==> src/rtl/sprite_pkg.sv <==
// rtl/sprite_pkg.sv - player sprite and frame-buffer constants shared by blitter and scan-out
package sprite_pkg;

  localparam int PLAYER_W = 48;
  localparam int PLAYER_H = 68;
  localparam logic [20:0] RIGHT_OFFSET = 21'd0;
  localparam logic [20:0] LEFT_OFFSET = 21'd3264;
  localparam int FB_W = 640;
  localparam int FB_H = 480;
  localparam int PIXEL_W = 4;
  localparam logic [3:0] TRANSPARENT = 4'h0;

  typedef enum logic [2:0] {
    ST_IDLE,
    ST_READ,
    ST_WAIT,
    ST_WRITE,
    ST_DONE
  } blit_state_t;

endpackage

==> src/rtl/blit_coord_counter.sv <==
// rtl/blit_coord_counter.sv - raster column/row walker over one sprite frame
import sprite_pkg::*;

module blit_coord_counter #(
  parameter int PLAYER_W = sprite_pkg::PLAYER_W,
  parameter int PLAYER_H = sprite_pkg::PLAYER_H,
  localparam int CW = $clog2(PLAYER_W),
  localparam int RW = $clog2(PLAYER_H + 1),
  localparam int IW = $clog2(PLAYER_W * PLAYER_H)
) (
  input  logic          i_clk,
  input  logic          i_reset,
  input  logic          i_clear,
  input  logic          i_advance,
  output logic [CW-1:0] o_col,
  output logic [RW-1:0] o_row,
  output logic [IW-1:0] o_idx,
  output logic          o_last
);

  logic [CW-1:0] r_col;
  logic [RW-1:0] r_row;
  logic [IW-1:0] r_idx;
  logic          w_col_last;
  logic          w_row_last;

  assign w_col_last = (r_col == CW'(PLAYER_W - 1));
  assign w_row_last = (r_row == RW'(PLAYER_H - 1));

  // Raster order makes r*PLAYER_W + c equal to the pixel count, so the index just counts.
  always_ff @(posedge i_clk) begin
    if (i_reset || i_clear) begin
      r_col <= '0;
      r_row <= '0;
      r_idx <= '0;
    end else if (i_advance) begin
      r_idx <= r_idx + 1'b1;
      if (w_col_last) begin
        r_col <= '0;
        r_row <= r_row + 1'b1;
      end else begin
        r_col <= r_col + 1'b1;
      end
    end
  end

  assign o_col  = r_col;
  assign o_row  = r_row;
  assign o_idx  = r_idx;
  assign o_last = w_col_last && w_row_last;

endmodule

==> src/rtl/sprite_framebuffer_blitter.sv <==
// rtl/sprite_framebuffer_blitter.sv - copies opaque sprite ROM pixels into the frame buffer
import sprite_pkg::*;

module sprite_framebuffer_blitter #(
  parameter int                   PLAYER_W     = sprite_pkg::PLAYER_W,
  parameter int                   PLAYER_H     = sprite_pkg::PLAYER_H,
  parameter logic [20:0]          RIGHT_OFFSET = sprite_pkg::RIGHT_OFFSET,
  parameter logic [20:0]          LEFT_OFFSET  = sprite_pkg::LEFT_OFFSET,
  parameter int                   FB_W         = sprite_pkg::FB_W,
  parameter int                   FB_H         = sprite_pkg::FB_H,
  parameter int                   PIXEL_W      = sprite_pkg::PIXEL_W,
  parameter logic [PIXEL_W-1:0]   TRANSPARENT  = sprite_pkg::TRANSPARENT
) (
  input  logic               Clk,
  input  logic               Reset,
  input  logic               start,
  input  logic [9:0]         PlayerX,
  input  logic [9:0]         PlayerY,
  input  logic               playerDirection,
  output logic               busy,
  output logic               done,
  output logic [20:0]        romAddress,
  input  logic [PIXEL_W-1:0] romData,
  output logic               fbWe,
  output logic [18:0]        fbAddress,
  output logic [PIXEL_W-1:0] fbData,
  input  logic               fbReady
);

  localparam int CW = $clog2(PLAYER_W);
  localparam int RW = $clog2(PLAYER_H + 1);
  localparam int IW = $clog2(PLAYER_W * PLAYER_H);

  blit_state_t   r_state;
  blit_state_t   w_next;
  logic [9:0]    r_x;
  logic [9:0]    r_y;
  logic [20:0]   r_base;

  logic [CW-1:0] w_col;
  logic [RW-1:0] w_row;
  logic [IW-1:0] w_idx;
  logic          w_last;
  logic          w_clear;
  logic          w_advance;
  logic          w_write_req;
  logic [10:0]   w_x11;
  logic [10:0]   w_y11;
  logic [18:0]   w_fb_lin;

  blit_coord_counter #(
    .PLAYER_W(PLAYER_W),
    .PLAYER_H(PLAYER_H)
  ) u_coord (
    .i_clk    (Clk),
    .i_reset  (Reset),
    .i_clear  (w_clear),
    .i_advance(w_advance),
    .o_col    (w_col),
    .o_row    (w_row),
    .o_idx    (w_idx),
    .o_last   (w_last)
  );

  // 11-bit screen coordinates so a sprite hanging past the right/bottom edge never wraps.
  assign w_x11    = 11'(r_x) + 11'(w_col);
  assign w_y11    = 11'(r_y) + 11'(w_row);
  assign w_fb_lin = 19'(w_y11) * 19'(FB_W) + 19'(w_x11);

  assign w_clear     = (r_state == ST_IDLE) && start;
  assign w_write_req = (r_state == ST_WRITE) && (w_x11 < 11'(FB_W)) &&
                       (w_y11 < 11'(FB_H)) && (romData != TRANSPARENT);
  assign w_advance   = (r_state == ST_WRITE) && (!w_write_req || fbReady);

  always_ff @(posedge Clk) begin
    if (Reset) begin
      r_state <= ST_IDLE;
      r_x     <= '0;
      r_y     <= '0;
      r_base  <= '0;
    end else begin
      r_state <= w_next;
      if (w_clear) begin
        r_x    <= PlayerX;
        r_y    <= PlayerY;
        r_base <= playerDirection ? LEFT_OFFSET : RIGHT_OFFSET;
      end
    end
  end

  always_comb begin
    w_next     = r_state;
    busy       = 1'b1;
    done       = 1'b0;
    romAddress = '0;
    fbWe       = 1'b0;
    fbAddress  = '0;
    fbData     = '0;
    unique case (r_state)
      ST_IDLE: begin
        busy = 1'b0;
        if (start) w_next = ST_READ;
      end
      ST_READ: begin
        romAddress = r_base + 21'(w_idx);
        w_next     = ST_WAIT;
      end
      ST_WAIT: begin
        romAddress = r_base + 21'(w_idx);
        w_next     = ST_WRITE;
      end
      ST_WRITE: begin
        // Address stays put while a write is pending, so romData stays valid too.
        romAddress = r_base + 21'(w_idx);
        fbWe       = w_write_req;
        fbAddress  = w_write_req ? w_fb_lin : 19'd0;
        fbData     = w_write_req ? romData : '0;
        if (w_advance) w_next = w_last ? ST_DONE : ST_READ;
      end
      ST_DONE: begin
        done   = 1'b1;
        w_next = ST_IDLE;
      end
      default: begin
        busy   = 1'b0;
        w_next = ST_IDLE;
      end
    endcase
  end

endmodule
==> config.mk <==
export PLATFORM = sky130hd
export DESIGN_NAME = sprite_framebuffer_blitter
export DESIGN_NICKNAME = d
export VERILOG_FILES = /design/src/rtl/sprite_pkg.sv /design/src/rtl/blit_coord_counter.sv /design/src/rtl/sprite_framebuffer_blitter.sv
export SDC_FILE = /design/constraint.sdc
export NUM_CORES = 1
export LEC_CHECK = 0
export ABC_AREA = 1
export CAP_MARGIN = 30
export CORE_MARGIN = 1.5
export CORE_UTILIZATION = 56
export CTS_BUF_LIST = sky130_fd_sc_hd__clkbuf_8
export DETAILED_ROUTE_END_ITERATION = 6
export PLACE_DENSITY = 0.81
export SYNTH_ARGS = -nofsm -noshare
export SYNTH_HDL_FRONTEND = slang
export SYNTH_SLANG_ARGS = --single-unit
==> constraint.sdc <==
create_clock -name Clk -period 10.2 [get_ports Clk]
set_clock_uncertainty 0.15 [all_clocks]
set_input_delay 1.02 -clock Clk [delete_from_list [all_inputs] [get_ports Clk]]
set_output_delay 1.02 -clock Clk [all_outputs]
set_load 0.01 [all_outputs]
==> metrics.md <==
| Metric | Value |
|---|---|
| Most repeated library cell on the critical path | `nand2_1` |
| Finish-stage setup viols | `0` |
| Max layer used | `met4` |
| WL met1 | `4510 um` |
| Wire per inst | `12.3 um` |
| Hold Vio Cnt, Final | `0` |
| Num CTS Buffers | `5` |
| Number of global-route vias before repair | `3,915` |
| CP Capture Type | `output port` |
| Slew @ Worst Pin | `0.889 ns` |
| Worst setup SP type | `register` |
| Mapped cell area | `4250 um2` |
| HP Start | `r_x[5]$_SDFFE_PP0P_` |
| Highest Clock Rate | `178 MHz` |
| H-tree depth | `2` |
| Starting Density | `58.2%` |
| Worst hold slack | `0.307 ns` |
| R2r worst-path depth | `16` |
| Final nets | `780` |
| PostCTS Resize Cnt | `0` |
| RSZ-0062 raised after global routing | `false` |
| Gp weighted congestion | `0.921` |
| Initial antenna violation count | `0` |
| Crit-path max cell delay | `0.53 ns` |
| IO buf count | `67` |
| FF-to-FF End | `u_coord.o_idx[9]$_SDFFE_PP0P_` |
| # fillers | `660` |
| Final worst path period share | `55.1%` |
| Clock Tree Buf Depth | `2` |
| Leak pwr | `2.23 nW` |
| Slew Viols, Final | `0` |
| Power density over cell area | `100 nW/um2` |
| Number of inserted diodes | `0` |
| Synth cell types | `33` |
| Pin count of the biggest net entering global routing | `44` |
| Share of the synthesized area in the top cell type | `23.1%` |
| Global-route wire length before repair | `17,000 um` |
| Row count | `31` |
| FF+latch count, synth | `49` |
| Register area | `981 um2` |
| R2R Setup Slk | `7.15 ns` |
| Layout cells sized above 1 | `4.67%` |
| CP cell instances | `ha_1 > inv_1 > fa_1 > inv_1 > nand3_1 > nand2_1 > xor2_1 > ha_1 > inv_1 > fa_1 > o21ai_0 > nand2_1 > nand2_1 > nand2_1 > nand2_1 > xor2_1 > nand3_1 > nand2_1 > nand2_1 > nor2_1 > clkdlybuf4s50_1` |
| Status | `finished clean` |
| DRT iter0 DRCs | `227` |
| Cell taking the most area after synthesis | `dfxtp_1` |
| Number of vias per cell | `5.26` |
| Synth Warn # | `0` |
| WL met2 | `4910 um` |
| Hold EP | `r_x[5]$_SDFFE_PP0P_` |
| Residual DRC | `0` |
| Largest cells by area after synthesis | `dfxtp_1 (23%), nand2_1 (12%), ha_1 (12%), a21oi_1 (8.1%), inv_1 (7.6%)` |
| IO Pins | `76` |
| Mean Syn Cell Area | `6.54 um2` |
| Area of the multi-input gates | `2800 um2` |
| Synth-to-Final Area Change | `18.8%` |
| Cts hold-fix bufs | `0` |
| Die H | `90.1 um` |
| DRT Pass-1 Iters | `5` |
| WP data required | `9.03 ns` |
| CTS tree | `yes` |
| Met3 wire length | `327 um` |
| Post-Route WL | `9890 um` |
| Commonest non-fill, non-tap cell in the layout | `nand2_1` |
| Crit path DAT | `4.45 ns` |
| Sequential share of the synthesized area | `23.1%` |
| FF-to-FF Start | `u_coord.o_row[0]$_SDFFE_PP0P_` |
| GRT overflow | `0` |
| Clock transition at the registers of the reported paths | `0.09 ns` |
| Hold Path Stages | `2` |
| CTS sink count | `49` |
| Commonest non-fill, non-tap cells in the layout | `nand2_1 (135), inv_1 (86), a21oi_1 (69), clkdlybuf4s50_1 (67), nor2_1 (64)` |
| Post-CTS setup buffer count | `0` |
| Relative slew slack | `40.6%` |
| Final Critical Period | `5.62 ns` |
| CP max stage cell | `clkdlybuf4s50_1` |
| Die area | `8110 um2` |
| Worst-skew pair later-pin latency | `0.32 ns` |
| Syn Inst Count | `649` |
| Setup CP Type | `register to output port` |
| Worst IR drop on VDD | `70.9 uV` |
| DR vias | `4,237` |
| Die W | `90.1 um` |
| Crit Path Max Fanout | `5` |
| Estimated wirelength of the detail-placed design | `7470 um` |
| Core Region | `7290 um2` |
| Fin Setup TNS | `0 ns` |
| Max-Cap Viols | `0` |
| Post-route ant nets | `0` |
| Hold Path Class | `register to register` |
| Overall routing resource usage | `24.5%` |
| CTS root buffer | `clkbuf_8` |
[critical path, delay by kind of cell, from the launching register on]
family / cells / cell delay [ns]
DFF: 1 / 0.41
and+or+nand+nor: 10 / 0.85
AOI/OAI and AO/OA: 1 / 0.36
buffers and inverters: 4 / 0.77
xor gates and xnor gates: 2 / 0.40
adders and majority gates: 4 / 1.36
[kinds of logic after synthesis]
group,share of synthesized area (%)
other,0.0883
adders and majority gates,14.1
AOI/OAI and AO/OA,13.0
buffers and inverters,11.8
xor gates and xnor gates,7.01
DFF,23.1
and+or+nand+nor,30.9
[where the power goes]
| part | internal [W] | leakage [nW] | switching, W |
|---|---|---|---|
| registers | 0.000202 | 0.400 | 0.00000918 |
| logic | 0.0000588 | 1.77 | 0.0000892 |
| clock network | 0.0000736 | 0.0585 | 0.0000725 |
| total | 0.000335 | 2.23 | 0.000171 |
[sequential cells by signal (all words and copies together), names as in the netlist]
signal         flops
u_coord.o_col      6
r_base             1
r_y               10
u_coord.o_idx     12
r_state            3
r_x               10
u_coord.o_row      7
[metal layers]
| metal | vias up | track usage, % |
|---|---|---|
| li1 | 2193 | - |
| met1 | 1939 | 29.9 |
| met2 | 93 | 45.2 |
| met3 | 12 | 3.13 |
| met4 | 0 | 6.22 |
| met5 | - | 0 |
[metrics by stage]
| step | total power, W | cell area [um2] | setup WS, ns | util (%) | instances |
|---|---|---|---|---|---|
| after floorplan | 0.000321 | 4270 | 5.72 | - | 656 |
| after global placement | 0.000358 | 4930 | 5.09 | 67.7 | 798 |
| after detailed placement | 0.000363 | 4930 | 4.96 | 67.7 | 798 |
| after CTS | 0.000508 | 5050 | 4.59 | 69.2 | 806 |
| after global routing | 0.000536 | 5050 | 4.25 | 69.2 | 806 |
| final | 0.000506 | 5050 | 4.58 | 69.2 | 806 |
[worst max path at each step]
stage                                to  cells after the start                     startpoint
after CTS                 fbAddress[18]                     21  u_coord.o_row[0]$_SDFFE_PP0P_
after global placement    fbAddress[18]                     21  u_coord.o_row[0]$_SDFFE_PP0P_
final                     fbAddress[18]                     21  u_coord.o_row[0]$_SDFFE_PP0P_
after floorplan           fbAddress[18]                     20  u_coord.o_row[0]$_SDFFE_PP0P_
after global routing      fbAddress[18]                     21  u_coord.o_row[0]$_SDFFE_PP0P_
after detailed placement  fbAddress[18]                     21  u_coord.o_row[0]$_SDFFE_PP0P_
[synthesized netlist by cell type (all sizes together)]
cell type and n:
nor3 13, a31oi 2, inv 92, a21oi 69, a21o 1, nand4 14, xnor2 14, a21boi 2
o21ai 34, nor2 66, conb 1, buf 15, ha 40, nand3b 2, xor2 20, nor4 1
or2 2, clkbuf 11, nor3b 1, dfxtp 49, nand3 48, fa 5, nand2 146, and3 1
[area by class of cell]
type	instances	area share, %
Sequential cell	49	19.4
Inverter	92	6.84
Timing Repair Buffer	69	13.6
Multi-Input combinational cell	489	55.4
Tap cell	99	2.45
Clock inverter	3	0.868
Clock buffer	5	1.36
No activity file was read; power rests on OpenSTA's default activity.
